`config.mk`:
```
export PLATFORM = sky130hd
export DESIGN_NAME = lfsr_way_sel
export DESIGN_NICKNAME = d
export VERILOG_FILES = /design/src/rtl/lfsr_pkg.sv /design/src/rtl/lfsr_core.sv /design/src/rtl/lfsr_way_sel.sv
export SDC_FILE = /design/constraint.sdc
export NUM_CORES = 1
export LEC_CHECK = 0
export CAP_MARGIN = 20
export CORE_ASPECT_RATIO = 0.8
export CORE_MARGIN = 3
export CORE_UTILIZATION = 50
export CTS_CLUSTER_DIAMETER = 40
export DETAILED_ROUTE_END_ITERATION = 12
export PLACE_DENSITY = 0.84
export SLEW_MARGIN = 20
export SYNTH_ARGS = -nofsm -noshare
export SYNTH_HDL_FRONTEND = slang
export SYNTH_HIERARCHICAL = 1
export SYNTH_SLANG_ARGS = --single-unit
```
`constraint.sdc`:
```
create_clock -name clk_i -period 5.5 [get_ports clk_i]
set_input_delay 1.1 -clock clk_i [delete_from_list [all_inputs] [get_ports clk_i]]
set_output_delay 1.1 -clock clk_i [all_outputs]
set_load 0.03 [all_outputs]
```
`src/rtl/lfsr_pkg.sv`:
```
// Shared constants for the LFSR way selector: per-width Galois taps and the request FSM states.
package lfsr_pkg;

  localparam logic [31:0] Taps8  = 32'h0000_00B8;
  localparam logic [31:0] Taps16 = 32'h0000_B400;
  localparam logic [31:0] Taps32 = 32'h8020_0003;

  typedef enum logic {StIdle, StSearch} state_e;

  // Maximal-length right-shift Galois taps; unsupported widths yield 0.
  function automatic logic [31:0] lfsr_taps(input int unsigned width);
    logic [31:0] taps;
    taps = '0;
    if (width == 8) taps = Taps8;
    else if (width == 16) taps = Taps16;
    else if (width == 32) taps = Taps32;
    return taps;
  endfunction

endpackage

```
`src/rtl/lfsr_core.sv`:
```
// Right-shift Galois LFSR register with seed load; a zero load is replaced by SEED so the
// register can never enter the all-zero lock-up state.
module lfsr_core #(
  parameter int unsigned     WIDTH = 16,
  parameter logic [WIDTH-1:0] TAPS = {1'b1, {(WIDTH-1){1'b0}}},
  parameter logic [WIDTH-1:0] SEED = {{(WIDTH-1){1'b0}}, 1'b1}
) (
  input  logic             clk_i,
  input  logic             rst_ni,
  input  logic             en_i,
  input  logic             load_i,
  input  logic [WIDTH-1:0] load_val_i,
  output logic [WIDTH-1:0] q_o
);

  logic [WIDTH-1:0] q_d, q_q;

  always_comb begin
    q_d = q_q;
    if (load_i) begin
      q_d = (load_val_i == '0) ? SEED : load_val_i;
    end else if (en_i) begin
      q_d = (q_q >> 1) ^ (q_q[0] ? TAPS : '0);
    end
  end

  always_ff @(posedge clk_i or negedge rst_ni) begin
    if (!rst_ni) begin
      q_q <= SEED;
    end else begin
      q_q <= q_d;
    end
  end

  assign q_o = q_q;

endmodule

```
`src/rtl/lfsr_way_sel.sv`:
```
// Pseudo-random victim way selector: LFSR picks a start way, the FSM then walks round-robin
// past locked ways and reports a one-hot/binary victim with a one-cycle valid strobe.
module lfsr_way_sel
  import lfsr_pkg::*;
#(
  parameter int unsigned LFSR_WIDTH = 16,
  parameter logic [31:0] SEED       = 32'h0000_ACE1,
  parameter int unsigned NUM_WAYS   = 8,
  localparam int unsigned WAY_BITS  = $clog2(NUM_WAYS)
) (
  input  logic                  clk_i,
  input  logic                  rst_ni,
  input  logic                  en_i,
  input  logic                  seed_valid_i,
  input  logic [LFSR_WIDTH-1:0] seed_i,
  input  logic                  req_i,
  output logic                  ready_o,
  input  logic [NUM_WAYS-1:0]   lock_mask_i,
  output logic                  valid_o,
  output logic [NUM_WAYS-1:0]   way_oh_o,
  output logic [WAY_BITS-1:0]   way_bin_o,
  output logic                  all_locked_o,
  output logic [LFSR_WIDTH-1:0] lfsr_o
);

  localparam logic [31:0]           TapsFull = lfsr_taps(LFSR_WIDTH);
  localparam logic [LFSR_WIDTH-1:0] Taps     = TapsFull[LFSR_WIDTH-1:0];
  localparam logic [LFSR_WIDTH-1:0] SeedW    = SEED[LFSR_WIDTH-1:0];

  state_e                state_d, state_q;
  logic [WAY_BITS-1:0]   cand_d, cand_q;
  logic [NUM_WAYS-1:0]   mask_d, mask_q;
  logic                  valid_d, valid_q;
  logic                  all_locked_d, all_locked_q;
  logic [NUM_WAYS-1:0]   way_oh_d, way_oh_q;
  logic [WAY_BITS-1:0]   way_bin_d, way_bin_q;
  logic [LFSR_WIDTH-1:0] lfsr_q;
  logic                  lfsr_adv;

  assign ready_o = (state_q == StIdle);
  // Each accepted request also steps the LFSR so consecutive refills see fresh start ways.
  assign lfsr_adv = en_i | (req_i & ready_o);

  lfsr_core #(
    .WIDTH (LFSR_WIDTH),
    .TAPS  (Taps),
    .SEED  (SeedW)
  ) u_lfsr_core (
    .clk_i      (clk_i),
    .rst_ni     (rst_ni),
    .en_i       (lfsr_adv),
    .load_i     (seed_valid_i),
    .load_val_i (seed_i),
    .q_o        (lfsr_q)
  );

  always_comb begin
    state_d      = state_q;
    cand_d       = cand_q;
    mask_d       = mask_q;
    valid_d      = 1'b0;
    all_locked_d = 1'b0;
    way_oh_d     = way_oh_q;
    way_bin_d    = way_bin_q;
    unique case (state_q)
      StIdle: begin
        if (req_i) begin
          cand_d  = lfsr_q[WAY_BITS-1:0];
          mask_d  = lock_mask_i;
          state_d = StSearch;
        end
      end
      StSearch: begin
        if (&mask_q) begin
          valid_d      = 1'b1;
          all_locked_d = 1'b1;
          way_oh_d     = '0;
          way_bin_d    = '0;
          state_d      = StIdle;
        end else if (!mask_q[cand_q]) begin
          valid_d          = 1'b1;
          way_bin_d        = cand_q;
          way_oh_d         = '0;
          way_oh_d[cand_q] = 1'b1;
          state_d          = StIdle;
        end else begin
          // NUM_WAYS is a power of two, so the natural overflow is the modulo wrap.
          cand_d = cand_q + 1'b1;
        end
      end
      default: state_d = StIdle;
    endcase
  end

  always_ff @(posedge clk_i or negedge rst_ni) begin
    if (!rst_ni) begin
      state_q      <= StIdle;
      cand_q       <= '0;
      mask_q       <= '0;
      valid_q      <= 1'b0;
      all_locked_q <= 1'b0;
      way_oh_q     <= '0;
      way_bin_q    <= '0;
    end else begin
      state_q      <= state_d;
      cand_q       <= cand_d;
      mask_q       <= mask_d;
      valid_q      <= valid_d;
      all_locked_q <= all_locked_d;
      way_oh_q     <= way_oh_d;
      way_bin_q    <= way_bin_d;
    end
  end

  assign valid_o      = valid_q;
  assign all_locked_o = all_locked_q;
  assign way_oh_o     = way_oh_q;
  assign way_bin_o    = way_bin_q;
  assign lfsr_o       = lfsr_q;

endmodule

```
; Word-level counts from Yosys, hierarchy flattened
; Cells that the tools add are included.
[word_totals]
out_inout_bits = 30
regBits = 41
input_bits = 29
[op_classes]
eq_ne = 4
mux = 25
add_sub_neg = 1
n_reduce_logical = 7
bitwise = 4
magnitude_cmp = 2
[op_table]
columns = op, n
row1 = $mux W16, 4
row2 = $logic_not A16 Y1, 1
row3 = $mux W8, 2
row4 = $xor A15 B16 Y16, 1
row5 = $mux W3, 5
row6 = $mux W1, 10
row7 = $reduce_and A8 Y1, 1
row8 = $ne A2 B2 Y1 const B, 3
row9 = $pmux W3 S2, 1
row10 = $lt A3 B4 Y1 const B, 1
row11 = $reduce_and A2 Y1, 2
row12 = $add A3 B1 Y3 const B, 1
row13 = $bmux W1 S3, 1
row14 = $demux W1 S3, 1
row15 = $ge A3 B1 Y1 const B, 1
row16 = $reduce_and A3 Y1, 1
row17 = $ne A2 B1 Y1 const B, 1
row18 = $pmux W1 S2, 1
row19 = $reduce_bool A2 Y1, 1
row20 = $and A1 B1 Y1, 1
row21 = $logic_and A1 B1 Y1, 1
row22 = $not A1 Y1, 1
row23 = $or A1 B1 Y1, 1

; Longest topological paths before layout
[depth]
word_depth = 6
mapped_depth = 7
depth_no_buf = 5

; Modules after synthesis
; The synthesis kept the hierarchy.
[by_module_without_submodules]
columns = module, area_each_um2, instances, cells_per_inst, seq_area_each_um2
row1 = lfsr_way_sel, 1124.8, 1, 88, 625.6
row2 = lfsr_core, 837.1, 1, 71, 410.4

; Least setup slack after synthesis
; Ideal clock, no wire load.
[synth_timing]
path_kind = input to register
start = input req_i
end = register u_lfsr_core.q_q[1], in the netlist u_lfsr_core/q_o[1]
setup_time_ns = 0.135
required_time_ns = 5.365
n_path_buf = 3
stages = 7
path_slack_ns = 2.802
t_arrival_ns = 2.563
cell_sequence = nor2b_1 -> clkbuf_1 -> or2_2 -> buf_2 -> clkbuf_1 -> mux2i_1 -> o21ai_0
[synth_via]
elab_chain_len = 3
[synth_rtl]
columns = item, line
row1 = "start, declared", lfsr_way_sel.sv:16  ; input logic req_i,
row2 = $and A1 B1 Y1, lfsr_way_sel.sv:42  ; assign lfsr_adv = en_i | (req_i & ready_o);
row3 = $or A1 B1 Y1, lfsr_way_sel.sv:42
row4 = net lfsr_adv, lfsr_way_sel.sv:38  ; logic lfsr_adv;
row5 = $reduce_bool A2 Y1 (no line), n/a
row6 = "end signal, assigned", lfsr_core.sv:31  ; q_q <= q_d;
row7 = "end, declared", lfsr_core.sv:16  ; logic [WIDTH-1:0] q_d, q_q;
; The timed path passes the listed nets, and every way through them passes these cells.
; A chain may end at the register's enable or synchronous reset.

; Final worst setup path
[layout_timing]
start = input req_i
end = register u_lfsr_core.q_q[0], in the netlist u_lfsr_core/q_o[0]
; Same word-level chain as after synthesis.

==> out/metrics.yaml <==
logic_synthesis:
  synthFlopType: "dfrtp_1"
  synthArstFlopShare_pct: 100
  synth.cell_area_um2: 1960
  synth-edff-count: 0
  netlist_instances: 159
  synth_top_area_share_pct: 42.1
  synthTopCellsByArea: "dfrtp_1 (42%), dfstp_2 (11%), mux2_2 (8.0%)"
  yosysMostFrequentCell: "dfrtp_1"
  synth_nets: 189
  syn-mean-instance-area_um2: 12.3
  synth.ff_latch_count: 41
  yosysSeqAreaShare_pct: 52.8
  yosys.area.top_type: "dfrtp_1"
  synth_common_cells: "dfrtp_1 (33), mux2_2 (14), o21ai_0 (14)"
  ys_types: 39
  ys_warn_count: 6
clock_network:
  ctsHoldBuffers: 0
  cts.repair.resized: 0
  cts_buffers: 5
  cts_tree: "done"
  clk_latency_ns: 0.29
  path_clk_slew_ns: 0.08
  cts_max_level: 2
  cts_buffer_depth: 2
  cts-root-buf: "clkbuf_8"
  cts_setup_buffers: 0
  clock_sinks: 41
global_route:
  grt_overflow: 0
  grt_pass1_wl_mm: 7.67
  grt_max_degree: 42
  grt.total_usage_pct: 21.2
  antenna_found_initial: 0
  grt_pass1_vias: 1506
sta:
  period_minus_slack_ns: 3.32
  hold_viol_final: 0
  max-slew-margin-rel_pct: 41.1
  final.setup.worst_slack_ns: 2.18
  rsz0062_at_grt: "false"
  fmaxAchievable_mhz: 301
  worst_pin_slew_ns: 0.884
  hold_slack_ns: 0.497
  clock_skew_ns: 0.00606
  setup_viol: 0
  drv_slew: 0
  fin_crit_sh_pct: 60.3
  tns_ns: 0
worst_setup_path:
  cp-start-kind: "input port"
  critical_path_class: "input port to register"
  worstPathMaxFanout: 18
  crit_start: "req_i"
  worstPathRequired_ns: 5.72
  r2r_cells: 4
  slowest_delay_ns: 0.68
  worstPathCellList: "clkdlybuf4s50_1 > nor2b_1 > or2_2 > mux2_2 > o22a_2"
  worstSetupEndpointType: "register"
  worstPathArrival_ns: 3.54
  slowest_stage: "nor2b_1"
  r2r-start: "cand_q[2]"
floorplan:
  dieArea_um2: 4720
  rows: 19
  die_w_um: 76.0
  fp.dieH_um: 62.0
  start_util_pct: 54.7
  core_area_um2: 3590
  pin_count: 59
layout:
  fin_area_um2: 2640
  drive_gt1_share_pct: 21.0
  areaGrowthSynthToFinish_pct: 34.6
  nets: 243
  final_cells: 266
  fill_cells: 236
  diodes: 0
outcome:
  status: "finished, final reports clean"
routing:
  drt_iter0_drc: 86
  route.detailed.drc: 0
  routedWlPerCell_um: 17.4
  via_count: 1456
  wirelength_mm: 4.63
  ant_nets: 0
  first_pass_iters: 4
  viasPerCell: 5.47
placed_design:
  io_buffers: 58
  placed_area_um2: 2540
  pre_cts_ws_ns: 1.95
  dp.cells: 258
  routabilityCongestion: 0.735
  hpwlAfterDp_mm: 3.31
power:
  vdd_drop_max_v: 0.000284
  pwr_density_cell_nw_per_um2: 496
  leakage_nw: 1.08
worst_hold_path:
  holdPathStages: 1
  min-delay-start: "way_oh_o[4]"
  hold_class: "register to register"
flow_run:
  maxCapViolCount: 0
-- placed cells by master, fill, tap and decap left out, types with 3 or more instances in the layout --
cell type,Yosys,layout
dfrtp_1,33,33
o22a_1,3,3
mux2_2,14,14
clkbuf_8,0,7
dfstp_2,8,8
clkdlybuf4s50_1,0,57
mux2i_1,10,10
or3_1,3,3
or4_4,3,3
nand2_1,9,9
o21ai_0,14,14
o22a_2,5,5
nor2_1,3,3
nor2b_1,3,3
inv_1,3,3
o2bb2ai_1,8,8
-- registers in the layout (all words and copies together) (netlist names) --
register	count
u_lfsr_core/q_o	16
way_bin_o	3
state_q	1
mask_q	8
valid_o	1
way_oh_o	8
cand_q	3
all_locked_o	1
-- routing by layer --
metal | share of wire [%] | track usage (%) | vias up | wire length (um)
met5 | 0 | 0 | - | 0
met4 | 0.35 | 5.17 | 0 | 16
met3 | 4.0 | 6.20 | 2 | 186
met2 | 50 | 35.4 | 40 | 2310
met1 | 46 | 28.1 | 714 | 2120
li1 | - | - | 700 | -
-- cells by family (layout without fill, tap and decap cells) --
family	count (synthesis)	after routing	share of synthesized area, %
buf+inv	14	69	3.83
compound gates	42	42	16.4
fa+ha+maj	1	1	0.638
simple gates	32	32	9.57
flops	41	41	52.8
xor+xnor	3	3	1.34
mux	26	26	15.4
-- path summary, 6_finish.rpt --
kind	endpoint	slack [ns]
max	u_lfsr_core/q_o[0]	2.18
min	way_oh_o[4]	0.50
max reg2reg	way_bin_o[0]	2.83
min reg2reg	way_oh_o[4]	0.50
max in group asynchronous	way_oh_o[1]	4.02
min in group asynchronous	mask_q[2]	0.93
-- critical path: cells and delay by family --
family                 cells  cell delay (ns)
AO/OA/AOI/OAI              1             0.21
buffers and inverters      1             0.60
multiplexers               1             0.40
AND/OR/NAND/NOR            2             1.21
-- final cells by class --
type	instances	area [um^2]	share of cell area [%]
Clock inverter	1	5.00	0.190
Sequential cell	41	1040	39.2
Timing Repair Buffer	58	576	21.8
Inverter	3	11.3	0.427
Clock buffer	7	96.3	3.65
Multi-Input combinational cell	104	851	32.2
Tap cell	52	65.1	2.46
-- per-stage QoR --
step                      utilization, %  power (mW)
final                               73.5        1.31
after global routing                73.5        1.39
after CTS                           73.5        1.32
after detailed placement            70.7        1.09
after global placement              70.7        1.05
after floorplan                        -       0.911
-- where the power goes --
| group | switching, mW | total, mW | leakage [nW] | internal [mW] |
|---|---|---|---|---|
| logic | 0.312 | 0.585 | 0.538 | 0.274 |
| clock network | 0.102 | 0.215 | 0.0542 | 0.113 |
| registers | 0.104 | 0.509 | 0.492 | 0.405 |
| total | 0.517 | 1.31 | 1.08 | 0.792 |
(Power assumes the default switching activity.)
